==> src/rtl/tdm_scan_ctrl_if.sv <==
// Lane-scan stream bundle: frame request, lane inputs, mux select and the output beat stream.
// Handshake: a beat transfers on a rising clk edge where out_valid && out_ready; while
// out_valid is high and out_ready low, select/out_data/frame_start are held unchanged.
interface tdm_scan_if #(
   parameter int WIDTH = 1
);
   logic                 start;
   logic [3:0]           lane_mask;
   logic [4*WIDTH-1:0]   in_data;
   logic [1:0]           select;
   logic [WIDTH-1:0]     out_data;
   logic                 out_valid;
   logic                 out_ready;
   logic                 frame_start;
   logic                 busy;
   logic                 done;

   modport master (
      output start, lane_mask, in_data, out_ready,
      input  select, out_data, out_valid, frame_start, busy, done
   );

   modport slave (
      input  start, lane_mask, in_data, out_ready,
      output select, out_data, out_valid, frame_start, busy, done
   );
endinterface

==> src/rtl/tdm_scan_ctrl.sv <==
// Upstream sequencer for a 4:1 lane mux: snapshots four lanes on start and streams the
// enabled lanes in ascending order as valid/ready beats, with optional idle gaps.
module tdm_scan_ctrl #(
   parameter int WIDTH      = 1,
   parameter int GAP        = 0,
   parameter int CONTINUOUS = 0
) (
   input  logic       clk,
   input  logic       rst,
   tdm_scan_if.slave  bus,
   output logic [2:0] dbg_state
);
   localparam logic [2:0] IDLE    = 3'd0;
   localparam logic [2:0] CAPTURE = 3'd1;
   localparam logic [2:0] SCAN    = 3'd2;
   localparam logic [2:0] GAPW    = 3'd3;
   localparam logic [2:0] DONE    = 3'd4;
   localparam int GW = (GAP > 1) ? $clog2(GAP) : 1;

   logic [2:0]         state;
   logic [GW-1:0]      gap_cnt;
   logic [4*WIDTH-1:0] snap_data;
   logic [3:0]         snap_mask;
   logic               has_next;
   logic [1:0]         next_lane;
   logic [1:0]         first_lane;

   assign dbg_state = state;

   // Descending loops leave the lowest qualifying lane as the winner.
   always_comb begin
      has_next   = 1'b0;
      next_lane  = bus.select;
      first_lane = 2'd0;
      for (int i = 3; i >= 0; i--) begin
         if (snap_mask[i] && (i > int'(bus.select))) begin
            has_next  = 1'b1;
            next_lane = 2'(i);
         end
         if (bus.lane_mask[i]) begin
            first_lane = 2'(i);
         end
      end
   end

   always_ff @(posedge clk) begin
      if (rst) begin
         state           <= IDLE;
         gap_cnt         <= '0;
         snap_data       <= '0;
         snap_mask       <= '0;
         bus.select      <= '0;
         bus.out_data    <= '0;
         bus.out_valid   <= 1'b0;
         bus.frame_start <= 1'b0;
         bus.busy        <= 1'b0;
         bus.done        <= 1'b0;
      end else begin
         case (state)
            IDLE: begin
               if (bus.start && (bus.lane_mask != 4'd0)) begin
                  state    <= CAPTURE;
                  bus.busy <= 1'b1;
               end
            end
            CAPTURE: begin
               snap_data <= bus.in_data;
               snap_mask <= bus.lane_mask;
               // A continuous rescan can land here with an empty mask; nothing to emit then.
               if (bus.lane_mask == 4'd0) begin
                  state    <= IDLE;
                  bus.busy <= 1'b0;
               end else begin
                  bus.select      <= first_lane;
                  bus.out_data    <= bus.in_data[first_lane*WIDTH +: WIDTH];
                  bus.out_valid   <= 1'b1;
                  bus.frame_start <= 1'b1;
                  state           <= SCAN;
               end
            end
            SCAN: begin
               if (bus.out_ready) begin
                  bus.frame_start <= 1'b0;
                  if (!has_next) begin
                     bus.out_valid <= 1'b0;
                     bus.done      <= 1'b1;
                     state         <= DONE;
                  end else if (GAP == 0) begin
                     bus.select   <= next_lane;
                     bus.out_data <= snap_data[next_lane*WIDTH +: WIDTH];
                  end else begin
                     bus.out_valid <= 1'b0;
                     gap_cnt       <= '0;
                     state         <= GAPW;
                  end
               end
            end
            GAPW: begin
               if (gap_cnt == GW'(GAP - 1)) begin
                  gap_cnt       <= '0;
                  bus.select    <= next_lane;
                  bus.out_data  <= snap_data[next_lane*WIDTH +: WIDTH];
                  bus.out_valid <= 1'b1;
                  state         <= SCAN;
               end else begin
                  gap_cnt <= gap_cnt + GW'(1);
               end
            end
            DONE: begin
               bus.done <= 1'b0;
               if (CONTINUOUS != 0) begin
                  state <= CAPTURE;
               end else begin
                  state    <= IDLE;
                  bus.busy <= 1'b0;
               end
            end
            default: begin
               state <= IDLE;
            end
         endcase
      end
   end
endmodule

==> src/flat_wrapper.sv <==
// flat-port wrapper written by rule: the top's interface ports become plain ports
module tdm_scan_ctrl_flat 
#(
   parameter int WIDTH      = 1,
   parameter int GAP        = 0,
   parameter int CONTINUOUS = 0
)
  (clk, rst, dbg_state, bus_start, bus_lane_mask, bus_in_data, bus_out_ready, bus_select, bus_out_data, bus_out_valid, bus_frame_start, bus_busy, bus_done);
  tdm_scan_if #(.WIDTH(WIDTH)) bus_i ();
  input  logic clk;
  input  logic rst;
  output logic [2:0] dbg_state;
  input wire logic [$bits(bus_i.start)-1:0] bus_start;
  input wire logic [$bits(bus_i.lane_mask)-1:0] bus_lane_mask;
  input wire logic [$bits(bus_i.in_data)-1:0] bus_in_data;
  input wire logic [$bits(bus_i.out_ready)-1:0] bus_out_ready;
  output wire logic [$bits(bus_i.select)-1:0] bus_select;
  output wire logic [$bits(bus_i.out_data)-1:0] bus_out_data;
  output wire logic [$bits(bus_i.out_valid)-1:0] bus_out_valid;
  output wire logic [$bits(bus_i.frame_start)-1:0] bus_frame_start;
  output wire logic [$bits(bus_i.busy)-1:0] bus_busy;
  output wire logic [$bits(bus_i.done)-1:0] bus_done;
  assign bus_i.start = bus_start;
  assign bus_i.lane_mask = bus_lane_mask;
  assign bus_i.in_data = bus_in_data;
  assign bus_i.out_ready = bus_out_ready;
  assign bus_select = bus_i.select;
  assign bus_out_data = bus_i.out_data;
  assign bus_out_valid = bus_i.out_valid;
  assign bus_frame_start = bus_i.frame_start;
  assign bus_busy = bus_i.busy;
  assign bus_done = bus_i.done;
  tdm_scan_ctrl #(.WIDTH(WIDTH), .GAP(GAP), .CONTINUOUS(CONTINUOUS)) u_core (.clk(clk), .rst(rst), .bus(bus_i), .dbg_state(dbg_state));
endmodule
==> config.mk <==
export PLATFORM = sky130hd
export DESIGN_NAME = tdm_scan_ctrl_flat
export DESIGN_NICKNAME = d
export VERILOG_FILES = /design/src/rtl/tdm_scan_ctrl_if.sv /design/src/rtl/tdm_scan_ctrl.sv /design/src/flat_wrapper.sv
export SDC_FILE = /design/constraint.sdc
export NUM_CORES = 1
export LEC_CHECK = 0
export ABC_AREA = 1
export CAP_MARGIN = 10
export CORE_ASPECT_RATIO = 1.2
export CORE_MARGIN = 3
export CORE_UTILIZATION = 45
export CTS_BUF_LIST = sky130_fd_sc_hd__clkbuf_4 sky130_fd_sc_hd__clkbuf_8
export DETAILED_ROUTE_END_ITERATION = 10
export MAX_ROUTING_LAYER = met4
export PLACE_DENSITY = 0.79
export SYNTH_ARGS = -nofsm -noshare
export SYNTH_HDL_FRONTEND = slang
export SYNTH_SLANG_ARGS = --single-unit
==> constraint.sdc <==
create_clock -name clk -period 3.3 [get_ports clk]
set_input_delay 0.66 -clock clk [delete_from_list [all_inputs] [get_ports clk]]
set_output_delay 0.66 -clock clk [all_outputs]
set_load 0.1 [all_outputs]
==> out/results.ini <==
[global_route]
track_usage_pct = 17.1
grt.overflow.total = 0
grt_pass1_vias = 817
grt_pass1_wl_um = 3400
antenna_found_initial = 0
grt_start_max_net_pins = 15

[synth]
ys_seq_area_share_pct = 38.5
ys.warnings.count = 0
syn_area_um2 = 937
postSynthAreaPerCell_um2 = 6.46
synth_cells = 145
syn_nets = 157
synth_seq_cells = 18
synthDistinctLibCells = 21

[worst_setup_path]
cp_num_buf_inv = 1
cp.required_ps = 2640
arrival_ps = 1100
crit_chain = buf_4
max_stage_delay_ps = 470
worstSetupPathType = reg -> out
path_delay_family = flip-flops
slowest_stage = dfxtp_1
endpoint_kind = primary output
start_kind = flip-flop
cp_max_fo = 6

[floorplanning]
die_y_um = 56.0
pin_count = 22
num_rows = 17
initial_core_util_pct = 49.0
die_area_um2 = 2670
die_x_um = 47.7
core_area_um2 = 1910

[pwr]
internal_power_uw = 567
p_sw_share_pct = 56.0
max-vdd-ir-drop_v = 0.000960
pwr-share-comb_pct = 62.9
power_density_nw_per_um2 = 1100
p_total_mw = 1.29
leakagePower_nw = 0.551
power.share.clock_pct = 10.7
p_seq_share_pct = 26.4
switchingPower_uw = 721

[clocking]
path_clk_slew_ps = 110
cts_sinks = 18
clk_path_buf_depth = 2
numCtsBuffers = 3
clk_root_buffer_cell = clkbuf_4
cts_tree = done
cts_setup_buffers = 0
cts_max_level = 1
hold_buffers = 0
post_cts_resized = 0
clock_insertion_delay_worst_skew_ps = 300

[routing]
drt_iter0_drc = 26
viasPerCell = 5.12
post_drt_wl_per_cell_um = 10.8
finalWirelength_um = 2030
dr_wl_met2_um = 880
vias = 958
drcViolationCount = 0
dr.pass1.iters = 4
dr_wl_met3_um = 114
highest_layer = met4
drtAntennaViolNets = 0
wl_met1_um = 1000

[timing]
relSlewSlack_pct = 72.9
timing.final.crit_share_pct = 53.4
timing.fmax_mhz = 568
hold_violations = 0
finalSetupViolCount = 0
tns_ps = 0
min_period_ps = 1760
drv_slew = 0
clock_skew_ps = 11.7
worst_slew_pin_slew_ps = 406
rsz0062_at_grt = no

[finish]
drive_above_1_share_pct = 13.1
final_common_cell = nand2_1
fillers = 192
layout.nets = 181
syn_to_final_growth_pct = 25.2
seq_area_um2 = 360
fin_cells = 187
diodes = 0
mostFrequentLayoutCells = nand2_1, inv_1, dfxtp_1
multiInputGateArea_um2 = 474

[placed_design]
io_buffer_count = 21
placed_cells = 183
gp_congestion = 0.811
dp_hpwl_um = 1610

[flow_run]
cap_violations = 0

[hold_path]
hold_path_class = reg -> reg

[status]
status = finished, final reports clean

synth_stat cells:
library cell | n | area [µm²]
nand3_2 | 1 | 10.0
nand2_1 | 34 | 128
inv_2 | 1 | 3.75
nor2_4 | 1 | 11.3
o21ai_0 | 10 | 50.1
inv_1 | 24 | 90.1
o21ai_1 | 3 | 15.0
nor3_2 | 1 | 10.0
dfxtp_1 | 18 | 360
a21oi_2 | 1 | 8.76
nand3b_1 | 1 | 7.51
a31oi_1 | 1 | 6.26
nand3_1 | 14 | 70.1
clkbuf_1 | 1 | 3.75
a21oi_1 | 16 | 80.1
buf_2 | 1 | 5.00
nand2_2 | 1 | 6.26
nor2_2 | 2 | 12.5
nand4_1 | 2 | 12.5
nor2_1 | 11 | 41.3
nor3_1 | 1 | 5.00
cell families after synthesis:
family                 after synthesis  synth area share (%)
AO/OA/AOI/OAI                       31                  17.1
buffers and inverters               27                  10.9
AND/OR/NAND/NOR                     69                  33.5
flip-flops                          18                  38.5
through the flow:
stage / util (%) / worst slack [ps] / cell area (µm²) / hold slack, ps
2_1_floorplan: - / 1300 / 937 / 430
3_3_place_gp: 59.4 / 1330 / 1140 / 443
3_5_place_dp: 59.4 / 1290 / 1140 / 450
4_1_cts: 61.3 / 1530 / 1170 / 467
5_1_grt: 61.3 / 1480 / 1170 / 492
6_report: 61.3 / 1540 / 1170 / 466
power groups by stage:
stage / Combinational (mW) / Sequential, mW / Clock (mW)
6_report: 0.811 / 0.340 / 0.137
5_1_grt: 0.885 / 0.348 / 0.149
4_1_cts: 0.813 / 0.341 / 0.140
3_5_place_dp: 0.810 / 0.345 / 0
3_3_place_gp: 0.804 / 0.345 / 0
2_1_floorplan: 0.348 / 0.651 / 0
tightest hold or removal path, stage by stage (launching register included):
cell and delay [ps]:
dfxtp_1 310, inv_1 60, a21oi_1 60
final cells by class:
type                       count  share of cell area, %
clock buffer                   4                   3.09
inverter                      25                   8.00
multi-input combinational    100                   40.4
sequential                    18                   30.7
tap                           19                   2.03
timing repair buffer          21                   15.8
layer usage:
| layer | GRT usage (%) | vias up |
|---|---|---|
| met5 | - | - |
| met1 | 24.7 | 414 |
| li1 | - | 514 |
| met3 | 1.94 | 4 |
| met2 | 24.3 | 26 |
| met4 | 5.77 | 0 |
final timing paths:
path / from / end / slack (ps) / depth (start not counted)
worst min-delay path: u_core.snap_data[2] / u_core.snap_data[2] / 470 / 2
worst max-delay path: u_core.dbg_state[2] / dbg_state[2] / 1540 / 1
worst min register to register: u_core.snap_data[2] / u_core.snap_data[2] / 470 / 2
worst max register to register: u_core.dbg_state[0] / u_core.snap_mask[2] / 1860 / 5
registers in the layout (all words and copies together) (netlist names):
| signal | flops |
|---|---|
| u_core.bus.frame_start | 1 |
| u_core.bus.busy | 1 |
| u_core.gap_cnt | 1 |
| u_core.snap_data | 4 |
| u_core.bus.done | 1 |
| u_core.snap_mask | 3 |
| u_core.dbg_state | 3 |
| u_core.bus.out_data | 1 |
| u_core.bus.select | 2 |
| u_core.bus.out_valid | 1 |
Note: power is estimated with default switching activity, not from simulation.
